[config.mk]
export PLATFORM = sky130hd
export DESIGN_NAME = alu_seq
export DESIGN_NICKNAME = d
export VERILOG_FILES = /design/src/rtl/alu_seq.sv
export SDC_FILE = /design/constraint.sdc
export NUM_CORES = 1
export LEC_CHECK = 0
export ABC_AREA = 1
export BUFFER_PORTS_ARGS = -buffer_cell sky130_fd_sc_hd__buf_4
export CORE_MARGIN = 10
export CORE_UTILIZATION = 50
export CTS_CLUSTER_DIAMETER = 60
export DETAILED_ROUTE_END_ITERATION = 10
export PLACE_DENSITY = 0.76
export SLEW_MARGIN = 20
export SYNTH_ARGS = -nofsm -noshare
export SYNTH_HDL_FRONTEND = slang
export SYNTH_SLANG_ARGS = --single-unit
[constraint.sdc]
create_clock -name clk -period 1.6 [get_ports clk]
set_clock_uncertainty 0.15 [all_clocks]
set_input_delay 0.08 -clock clk [delete_from_list [all_inputs] [get_ports clk]]
set_output_delay 0.08 -clock clk [all_outputs]
set_load 0.02 [all_outputs]
[src/rtl/alu_seq.sv]
// Registered WIDTH-bit ALU with a valid/ready input and registered Z/C/N flags.
// Define ALU_SEQ_MUL_EN to make opcode 7 a multi-cycle shift-add MUL; otherwise opcode 7 is PASS B.
module alu_seq #(
  parameter int WIDTH = 8
)(
  input  logic             clk,
  input  logic             rst_n,
  input  logic [WIDTH-1:0] in_a,
  input  logic [WIDTH-1:0] in_b,
  input  logic [2:0]       alu_sel,
  input  logic             in_valid,
  output logic             in_ready,
  output logic [WIDTH-1:0] alu_out,
  output logic [WIDTH-1:0] alu_out_hi,
  output logic             out_valid,
  output logic             z,
  output logic             c,
  output logic             n
);

  logic [WIDTH-1:0] res;
  logic             carry;
  logic             accept;
  logic             is_mul;

  always_comb begin
    res   = '0;
    carry = 1'b0;
    case (alu_sel)
      3'd0:    {carry, res} = {1'b0, in_a} + {1'b0, in_b};
      3'd1: begin
        res   = in_a - in_b;
        carry = in_a < in_b;
      end
      3'd2:    res = in_a & in_b;
      3'd3:    res = in_a | in_b;
      3'd4:    res = in_a ^ in_b;
      3'd5:    res = ~in_a;
      3'd6: begin
        res   = {in_a[WIDTH-2:0], 1'b0};
        carry = in_a[WIDTH-1];
      end
      default: res = in_b;
    endcase
  end

  assign accept = in_valid && in_ready;

`ifdef ALU_SEQ_MUL_EN
  localparam int CNT_W = $clog2(WIDTH+1);

  typedef enum logic {IDLE, MUL} state_t;
  state_t state, state_nxt;

  logic [2*WIDTH-1:0] mcand, acc, acc_nxt;
  logic [WIDTH-1:0]   mplier;
  logic [CNT_W-1:0]   cnt;
  logic               mul_last;

  assign is_mul   = alu_sel == 3'd7;
  assign in_ready = state == IDLE;
  assign mul_last = (state == MUL) && (cnt == CNT_W'(1));
  assign acc_nxt  = acc + (mplier[0] ? mcand : '0);

  always_ff @(posedge clk) begin
    if (!rst_n) state <= IDLE;
    else        state <= state_nxt;
  end

  always_comb begin
    state_nxt = state;
    case (state)
      IDLE:    if (accept && is_mul) state_nxt = MUL;
      MUL:     if (mul_last)         state_nxt = IDLE;
      default: state_nxt = IDLE;
    endcase
  end

  // One multiplier bit per edge; the last step's sum is the full product.
  always_ff @(posedge clk) begin
    if (!rst_n) begin
      mcand  <= '0;
      mplier <= '0;
      acc    <= '0;
      cnt    <= '0;
    end else if (accept && is_mul) begin
      mcand  <= {{WIDTH{1'b0}}, in_a};
      mplier <= in_b;
      acc    <= '0;
      cnt    <= CNT_W'(WIDTH);
    end else if (state == MUL) begin
      mcand  <= {mcand[2*WIDTH-2:0], 1'b0};
      mplier <= {1'b0, mplier[WIDTH-1:1]};
      acc    <= acc_nxt;
      cnt    <= cnt - CNT_W'(1);
    end
  end

  always_ff @(posedge clk) begin
    if (!rst_n) begin
      alu_out    <= '0;
      alu_out_hi <= '0;
      z          <= 1'b0;
      c          <= 1'b0;
      n          <= 1'b0;
      out_valid  <= 1'b0;
    end else begin
      out_valid <= 1'b0;
      if (accept && !is_mul) begin
        alu_out    <= res;
        alu_out_hi <= '0;
        z          <= res == '0;
        c          <= carry;
        n          <= res[WIDTH-1];
        out_valid  <= 1'b1;
      end else if (mul_last) begin
        {alu_out_hi, alu_out} <= acc_nxt;
        z         <= acc_nxt[WIDTH-1:0] == '0;
        c         <= |acc_nxt[2*WIDTH-1:WIDTH];
        n         <= acc_nxt[WIDTH-1];
        out_valid <= 1'b1;
      end
    end
  end
`else
  assign is_mul     = 1'b0;
  assign in_ready   = 1'b1;
  assign alu_out_hi = '0;

  always_ff @(posedge clk) begin
    if (!rst_n) begin
      alu_out   <= '0;
      z         <= 1'b0;
      c         <= 1'b0;
      n         <= 1'b0;
      out_valid <= 1'b0;
    end else begin
      out_valid <= 1'b0;
      if (accept && !is_mul) begin
        alu_out   <= res;
        z         <= res == '0;
        c         <= carry;
        n         <= res[WIDTH-1];
        out_valid <= 1'b1;
      end
    end
  end
`endif

endmodule

# Word-level counts from Yosys, hierarchy flattened
# Index checks and enable logic that the tools add are counted.
# word_totals
ram_bits	0
n_memories	0
wordCells	23
latch_bits	0
mem_bits_ro	0
in_bits	22
output_inout_bits	21
register_bits	12
# op_classes
reduce_logical	2
n_mul	0
shifts	0
n_bitwise	4
addsub	2
n_eq_ne	6
mux	3
div_mod_pow	0
magnitude_cmp	1
# op_table
op	n
8-bit case mux with 7 select lines	1
8-bit by 8-bit adder with 9-bit output	1
3-bit == test, second input constant	3
8-bit AND	1
8-bit zero test	1
8-bit < comparator	1
8-bit NOT	1
8-bit OR	1
8-bit subtractor	1
8-bit XOR	1
3-bit by 2-bit == test with 1-bit output, second input constant	2
3-bit by 1-bit == test with 1-bit output, second input constant	1
3-bit zero test	1
1-bit case mux with 3 select lines	1
1-bit two-way mux	1

# Depth between registers and ports, before layout
# Gate-level depths: netlist of the first run.
# depth
ltp_word	3
depth_mapped	16
ltp_nobuf	15

# Least setup slack after synthesis of the first run
# Ideal clock, no wire load.
# synth_timing
path_type	input -> register
from	input port in_a[0]
to	register z
slack_ns	-0.179
cell_stages	15
setup_time_ns	0.066
arrival_ns	1.563
path_buffers	0
t_required_ns	1.384
cell_sequence	inv_1 ha_1 inv_1 fa_1 nand3_1 nand2_1 nor2_1 nand2_1 nand2_1 nand2_1 nor2_1 nand3_1 nor2_1 nand3_1 a21oi_2
# synth_between
elab_chain_cells	3
elab_cells_between_ends	8
cone_classes	add/sub (2); mux (1); bitwise (4); reduce/logical (1)
# synth_rtl
element	line	source
start: declaration	8	input logic [WIDTH-1:0] in_a,
8-bit subtractor (tied with other cells)	32	res = in_a - in_b;
8-bit case mux with 7 select lines (*)	29	case (alu_sel)
8-bit zero test (*)	141	z <= res == '0;
end signal: assignment	133	z <= 1'b0;
end signal: assignment	141	
end: declaration	16	output logic z,
# Every way passes the cells marked *; elsewhere a longest branch is shown, timed or not.
# A chain may end at the register's enable or synchronous reset.

# Worst setup path after layout of the first run
# Ends and elaborated chain as after synthesis.

==> results of run 1 <==
==> power by group through the flow <==
| stage | clock [mW] | combinational (mW) | sequential (mW) |
|---|---|---|---|
| after CTS | 0.279 | 0.797 | 0.305 |
| final | 0.276 | 0.866 | 0.306 |
| after floorplan | 0 | 0.422 | 0.333 |
| after global placement | 0 | 0.754 | 0.309 |
| after detailed placement | 0 | 0.762 | 0.310 |
| after global routing | 0.298 | 0.943 | 0.308 |
==> worst reg2reg max path, cell delays in order, from the launching register on <==
cell     delay [ps]
dfxtp_1         310
o21ai_0         200
a21oi_1          70
==> Yosys cell counts (2+ instances only) <==
cell type	n
nand2_1	85
inv_1	43
nand3_1	36
nor2_1	31
ha_1	25
a21oi_1	16
o21ai_0	14
nand4_1	13
buf_4	12
dfxtp_1	11
inv_2	8
nor3_1	7
buf_6	5
conb_1	2
fa_1	2
nand2_2	2
nor2_4	2
o21ai_2	2
o22ai_1	2
==> sequential cells by signal (all words and copies together) (netlist names) <==
signal,flops
alu_out,8
c,1
out_valid,1
z,1
==> cell families (layout without fill, tap and decap cells) <==
kind of cell | Yosys count | in the layout | synth area share
fa+ha+maj | 27 | 27 | 0.177
compound gates | 41 | 41 | 0.116
flops | 11 | 11 | 0.111
simple gates | 181 | 181 | 0.410
other cells | 2 | 9 | 0.00377
buf+inv | 71 | 156 | 0.182
==> metrics by stage <==
stage                     cells  instance area, um^2  power [mW]
after floorplan             340                 2040       0.755
after global placement      465                 2690        1.06
after detailed placement    465                 2690        1.07
after CTS                   471                 2820        1.38
after global routing        473                 2920        1.55
final                       473                 2920        1.45
==> per-layer routing <==
metal / global-route usage / vias up / routed length, um / part of all wire
met5: 0 / - / 0 / 0
met4: 0.0477 / 0 / 129 / 0.018
met3: 0.0322 / 15 / 579 / 0.082
met2: 0.326 / 140 / 3480 / 0.50
met1: 0.220 / 1151 / 2830 / 0.40
li1: - / 1233 / - / -
==> final timing paths <==
check                            endpoint                    start  slack [ps]
setup / recovery           z$_SDFFE_PN0P_                  in_a[0]        -220
hold / removal    alu_out[7]$_SDFFE_PN0P_                  in_b[7]           9
setup reg to reg  alu_out[3]$_SDFFE_PN0P_  alu_out[3]$_SDFFE_PN0P_         750
hold reg to reg            c$_SDFFE_PN0P_           c$_SDFFE_PN0P_         330
==> final cells by class <==
type	instances	area, um^2	area share
well taps	48	60.1	0.0206
repair buffers	101	803	0.275
flip-flops and latches	11	220	0.0755
inverters	51	191	0.0656
multi-input cells	258	1600	0.547
clock buffers	4	45.0	0.0154
==> timing repair <==
item / in CTS / in global routing
setup endpoints to repair: 6 / 8
hold endpoints to repair: 4 / 0
hold buffers: 2 / 0
pin swaps: 3 / 2
buffers inserted: 0 / 2
resized for setup: 17 / 27
==> summary.txt, run 1 <==
Yosys cell types: 34
fill count: 292
first-pass GRT wire length: 11100 um
Cell Rows: 22
clk root buf: clkbuf_8
Worst setup EP type: flop
P per Cell Area: 496 nW/um^2
core footprint: 3740 um^2
GR Overflow Total: 0
Final WS setup: -217 ps
status: finished with violations
critical-path maximum fanout: 3
Mapped Cells: 333
violated checks: negative setup slack
sequential area share after synthesis: 0.111
Logic pwr share: 0.598
TritonCTS clock tree: built
critical path launch point type: input pin
n_diodes: 0
Buffers on Ports: 33
DRC Markers: 0
main area contributors after synthesis: nand2_1 16%, ha_1 16%, dfxtp_1 11%
switching part of the total: 0.405
Final period util: 1.14
CP Depth: 16
Post-synth EDFFs: 0
clock-pin slew on the worst setup and hold paths: 50 ps
mapped cell area: 1990 um^2
async set-reset flop share out of synthesis: 0
path depth of the worst reg2reg path: 2
DIE HEIGHT: 83.1 um
Lkg Pwr: 1.57 nW
die area: 6900 um^2
clk sink count: 11
vias per cell: 5.37
pre-CTS setup slack: -426 ps
final hold violations: 0
most used cell, CP: nand2_1
clock share of power: 0.190
most frequent cells in the layout: 95 x buf_4, 80 x nand2_1, 34 x nand3_1, 33 x inv_1, 27 x nor2_1
type of the worst min-delay path: in2reg
Clk Latency, worst-skew pair: 230 ps
TritonRoute pass-1 iters: 5
Synth-to-Final Area Change: 46.5%
#FFs+latches synth: 11
MaxCap Viol Count: 0
most common cell after layout, fill and taps aside: buf_4
aggregate global-route resource usage: 0.184
Final Net Count: 475
Die X: 83.1 um
Worst path slowest cell: fa_1
worst path cell trace: buf_8 > ha_4 > inv_2 > fa_1 > inv_1 > nand3_1 > nand2_1 > nor2_1 > nand2_1 > nand2_1 > nand2_1 > nor2_2 > nand3_1 > nor2_1 > nand3_1 > a21oi_2
WHS Path Cells: 3
Mean Syn Cell Area: 5.98 um^2
min cycle time layout: 1820 ps
CP Data Arrival Time: 1840 ps
area share of the largest cell type after synthesis: 0.160
Slowest Stage Delay on Critical Path: 480 ps
Main synth FF type: dfxtp_1
CTS HTree Levels: 1
wire length after detailed routing: 7020 um
largest net degree at the start of global routing: 17
Required @ worst endpoint: 1620 ps
yosys warns: 0
share of cells above drive strength 1: 0.365
CP Class: in2reg
Fin Hold WS: 9.17 ps
WP buf/inv: 3
fin. max-slew vios: 0
Synth area leader: nand2_1
fmax: 550 MHz
vias in the first global route: 2356
fin util: 0.779
Internal: 861 uW
ANT nets after route: 0
initial antenna violation count: 0
delay-heaviest family, CP: simple AND/OR/NAND/NOR gates
Worst VDD drop: 0.000303 V
clock buffer depth: 2
clock buffer count from CTS: 3
setup tns final: -318 ps
DR vias: 2539
Setup violations, final: 4
Flop pwr share: 0.211
1st-iter DRT viols: 250
io pins: 43
RSZ-0062 raised after global routing: yes
wire per inst: 14.8 um
Initial Utilization: 0.532
NetSw: 587 uW
GPL Wtd Cong: 0.956
hpwl dp: 5540 um
(Power assumes the default switching activity.)
==> inputs of run 2 (changes only) <==
--- a/config.mk
+++ b/config.mk
@@ -12,6 +12,7 @@
 export CTS_CLUSTER_DIAMETER = 60
 export DETAILED_ROUTE_END_ITERATION = 10
 export PLACE_DENSITY = 0.76
+export RECOVER_POWER = 25
 export SLEW_MARGIN = 20
 export SYNTH_ARGS = -nofsm -noshare
 export SYNTH_HDL_FRONTEND = slang
==> summary.txt, run 2 (synthesized netlist as in run 1, its figures left out) <==
status: finished with violations
violated checks: negative setup slack
wire length after detailed routing: 6980 um
DRC Markers: 0
worst path cell trace: buf_8 > ha_4 > inv_2 > fa_1 > inv_1 > nand3_1 > nand2_1 > nor2_1 > nand2_1 > nand2_1 > nand2_1 > nor2_2 > nand3_1 > nor2_1 > nand3_1 > a21oi_2
vias per cell: 5.35
core footprint: 3740 um^2
Initial Utilization: 0.532
wire per inst: 14.8 um
min cycle time layout: 1810 ps
die area: 6900 um^2
TritonRoute pass-1 iters: 5
register-to-register setup slack: 750 ps
Final WS setup: -208 ps
Final Non-Filler Cells: 473
largest net degree at the start of global routing: 17
delay-heaviest family, CP: simple AND/OR/NAND/NOR gates
Setup violations, final: 4
Required @ worst endpoint: 1620 ps
RSZ-0062 raised after global routing: yes
Clk Latency, worst-skew pair: 230 ps
clock-pin slew on the worst setup and hold paths: 50 ps
Worst setup EP type: flop
fmax: 553 MHz
Top Layer Used: met4
post-placement cell count: 465
clk sink count: 11
Largest Register: alu_out
GPL Wtd Cong: 0.956
most frequent cells in the layout: 91 x buf_4, 80 x nand2_1, 34 x nand3_1, 33 x inv_1, 27 x nor2_1
CP Data Arrival Time: 1830 ps
clock buffer count from CTS: 3
Final Net Count: 475
Cell Rows: 22
P per Cell Area: 496 nW/um^2
DRT met1 WL: 2710 um
WP buf/inv: 3
critical-path maximum fanout: 3
DIE HEIGHT: 83.1 um
min-delay src: in_b[7]
ANT nets after route: 0
Final period util: 1.13
initial antenna violation count: 0
r2r startpoint: alu_out[3]$_SDFFE_PN0P_
MaxCap Viol Count: 0
Worst Hold End: alu_out[7]$_SDFFE_PN0P_
hpwl dp: 5540 um
Buffers on Ports: 33
Worst path slowest cell: fa_1
Slowest Stage Delay on Critical Path: 480 ps
fin util: 0.775
1st-iter DRT viols: 251
most used cell, CP: nand2_1
clk root buf: clkbuf_8
WHS Path Cells: 3
vias in the first global route: 2356
aggregate global-route resource usage: 0.184
fin. max-slew vios: 0
first-pass GRT wire length: 11100 um
clock buffer depth: 2
r2r endpoint: alu_out[3]$_SDFFE_PN0P_
met2 WL: 3440 um
Die X: 83.1 um
DR vias: 2532
CTS HTree Levels: 1
GR Overflow Total: 0
critical path launch point type: input pin
type of the worst min-delay path: in2reg
Worst VDD drop: 0.000301 V
most common cell after layout, fill and taps aside: buf_4
n_diodes: 0
metal3 WL: 671 um
max reg flops: 8
Lkg Pwr: 1.56 nW
io pins: 43
CP Class: in2reg
final hold violations: 0
path depth of the worst reg2reg path: 2
TritonCTS clock tree: built
fill count: 294
share of cells above drive strength 1: 0.355
Synth-to-Final Area Change: 45.8%
==> run 2: stage by stage <==
step | hold slack [ps] | instance area, um^2 | setup TNS (ps) | setup slack, ps | power [mW]
2_1_floorplan | 37.2 | 2040 | -101 | -101 | 0.755
3_3_place_gp | 208 | 2690 | -2060 | -386 | 1.06
3_5_place_dp | 206 | 2690 | -2390 | -426 | 1.07
4_1_cts | 59.2 | 2820 | -148 | -148 | 1.38
5_1_grt | 10.6 | 2900 | -852 | -369 | 1.54
6_report | 8.92 | 2900 | -313 | -208 | 1.44
==> run 2: timing repair <==
item	CTS	global route
endpoints found under the setup margin	6	8
gates resized for setup	17	27
hold endpoints to repair	4	0
hold buffers	2	0
buffers inserted	0	2
pin swaps	3	2
==> run 2: metal layers <==
layer / GRT usage / up-vias
li1: - / 1237
met1: 0.220 / 1136
met2: 0.326 / 139
met3: 0.0322 / 20
met4: 0.0477 / 0
met5: 0 / -
==> run 2: layout make-up <==
class | instances | area, um^2 | area share
clock buffers | 4 | 45.0 | 0.0155
inverters | 51 | 191 | 0.0660
multi-input cells | 258 | 1600 | 0.550
flip-flops and latches | 11 | 220 | 0.0759
well taps | 48 | 60.1 | 0.0207
repair buffers | 101 | 788 | 0.272
==> run 2: worst min-delay path, stage by stage <==
cell	delay (ps)
buf_4	100
o21ai_2	60
a21oi_1	110
==> run 2: how the worst max path moves through the flow <==
stage            start        endpoint  slack, ps  cells after the start
4_1_cts        in_a[0]  z$_SDFFE_PN0P_       -150                     16
3_3_place_gp   in_a[0]  z$_SDFFE_PN0P_       -390                     16
2_1_floorplan  in_a[0]  z$_SDFFE_PN0P_       -100                     15
6_report       in_a[0]  z$_SDFFE_PN0P_       -210                     16
3_5_place_dp   in_a[0]  z$_SDFFE_PN0P_       -430                     16
5_1_grt        in_b[1]  z$_SDFFE_PN0P_       -370                     15
==> run 2: where the power goes <==
part | internal, mW | switching [mW]
Sequential | 0.295 | 0.0109
Clock | 0.174 | 0.0982
Combinational | 0.386 | 0.474
==> inputs of run 3 (changes only) <==
--- a/config.mk
+++ b/config.mk
@@ -9,6 +9,7 @@
 export BUFFER_PORTS_ARGS = -buffer_cell sky130_fd_sc_hd__buf_4
 export CORE_MARGIN = 10
 export CORE_UTILIZATION = 50
+export CTS_BUF_LIST = sky130_fd_sc_hd__clkbuf_16
 export CTS_CLUSTER_DIAMETER = 60
 export DETAILED_ROUTE_END_ITERATION = 10
 export PLACE_DENSITY = 0.76
==> summary.txt, run 3 (synthesized netlist as in run 1, its figures left out) <==
path depth of the worst reg2reg path: 2
clock buffer count from CTS: 3
Largest Register: alu_out
DR vias: 2512
register-to-register setup slack: 740 ps
setup tns final: -613 ps
Buffers on Ports: 33
fin util: 0.779
DP Area: 2690 um^2
core footprint: 3740 um^2
fill count: 285
TritonRoute pass-1 iters: 7
Worst VDD drop: 0.000401 V
TritonCTS clock tree: built
MaxCap Viol Count: 0
Fin Hold WS: 65.9 ps
wire length after detailed routing: 7160 um
r2r startpoint: alu_out[0]$_SDFFE_PN0P_
largest net degree at the start of global routing: 17
most frequent cells in the layout: 93 x buf_4, 83 x nand2_1, 37 x inv_1, 32 x nand3_1, 28 x nor2_1
most common cell after layout, fill and taps aside: buf_4
Lkg Pwr: 1.59 nW
most used cell, CP: nand2_1
critical-path maximum fanout: 3
Clk Latency, worst-skew pair: 240 ps
clock-pin slew on the worst setup and hold paths: 40 ps
CTS HTree Levels: 1
Slowest Stage Delay on Critical Path: 480 ps
1st-iter DRT viols: 284
Die X: 83.1 um
Power Total: 1.62 mW
final hold violations: 0
Final Non-Filler Cells: 475
Final Net Count: 477
share of cells above drive strength 1: 0.340
pre-CTS setup slack: -426 ps
DIE HEIGHT: 83.1 um
min cycle time layout: 1930 ps
first-pass GRT wire length: 11100 um
wire per inst: 15.1 um
Required @ worst endpoint: 1620 ps
clk root buf: clkbuf_16
Worst setup EP type: flop
Cell Rows: 22
DRC Markers: 0
Setup violations, final: 5
hpwl dp: 5540 um
Final period util: 1.20
Worst Hold End: alu_out[7]$_SDFFE_PN0P_
CP Class: in2reg
WHS Path Cells: 3
n_diodes: 0
worst path cell trace: buf_8 > ha_4 > inv_2 > fa_1 > inv_1 > nand3_1 > nand2_1 > nor2_1 > nand2_1 > nand2_1 > nand2_1 > nor2_2 > nand3_1 > nor2_1 > nand3_1 > a21oi_2
final instance area: 2920 um^2
Worst path slowest cell: fa_1
GR Overflow Total: 0
Initial Utilization: 0.532
RSZ-0062 raised after global routing: yes
ANT nets after route: 0
status: finished with violations
io pins: 43
fmax: 519 MHz
critical path launch point type: input pin
min-delay src: in_b[7]
die area: 6900 um^2
fin. max-slew vios: 0
vias per cell: 5.29
initial antenna violation count: 0
type of the worst min-delay path: in2reg
P per Cell Area: 556 nW/um^2
r2r endpoint: alu_out[0]$_SDFFE_PN0P_
clock buffer depth: 2
violated checks: negative setup slack
vias in the first global route: 2354
CP Data Arrival Time: 1950 ps
Final WS setup: -326 ps
aggregate global-route resource usage: 0.186
clk sink count: 11
max reg flops: 8
Synth-to-Final Area Change: 46.5%
post-placement cell count: 465
GPL Wtd Cong: 0.956
## run 3: what timing repair did
item / CTS / global route
gates cloned: 0 / 0
pin swaps: 4 / 6
endpoints found under the hold margin: 4 / 0
endpoints found under the setup margin: 7 / 9
hold buffers: 2 / 0
resized for setup: 16 / 17
setup buffers: 1 / 3
## run 3: worst max path at each step
stage,from,to,slack [ps],cells after the start
after floorplan,in_a[0],z$_SDFFE_PN0P_,-100,15
after global placement,in_a[0],z$_SDFFE_PN0P_,-390,16
after detailed placement,in_a[0],z$_SDFFE_PN0P_,-430,16
after CTS,in_a[0],z$_SDFFE_PN0P_,-120,16
after global routing,in_a[0],z$_SDFFE_PN0P_,-430,16
final,in_a[0],z$_SDFFE_PN0P_,-330,16
## run 3: critical path, delay by kind of cell
family,cells,cell delay [ps]
compound gates,1,130
fa+ha+maj,2,610
simple gates,10,950
buf+inv,3,170
## run 3: power breakdown
group	switching [mW]	total [mW]	internal [mW]
Sequential	0.0118	0.307	0.295
Clock	0.131	0.460	0.329
Combinational	0.471	0.856	0.385
Total	0.614	1.62	1.01
## run 3: layout make-up
type / instances / area [um^2] / share of cell area
Timing Repair Buffer: 103 / 811 / 0.278
Sequential cell: 11 / 220 / 0.0755
Multi-Input combinational cell: 258 / 1550 / 0.532
Clock inverter: 1 / 3.75 / 0.00129
Tap cell: 48 / 60.1 / 0.0206
Inverter: 51 / 194 / 0.0665
Clock buffer: 3 / 75.1 / 0.0257
## run 3: metal layers
layer	track usage	vias up	wire, um
met5	0	-	0
li1	-	1241	-
met3	0.0410	18	574
met4	0.0477	0	129
met2	0.327	116	3530
met1	0.220	1137	2930
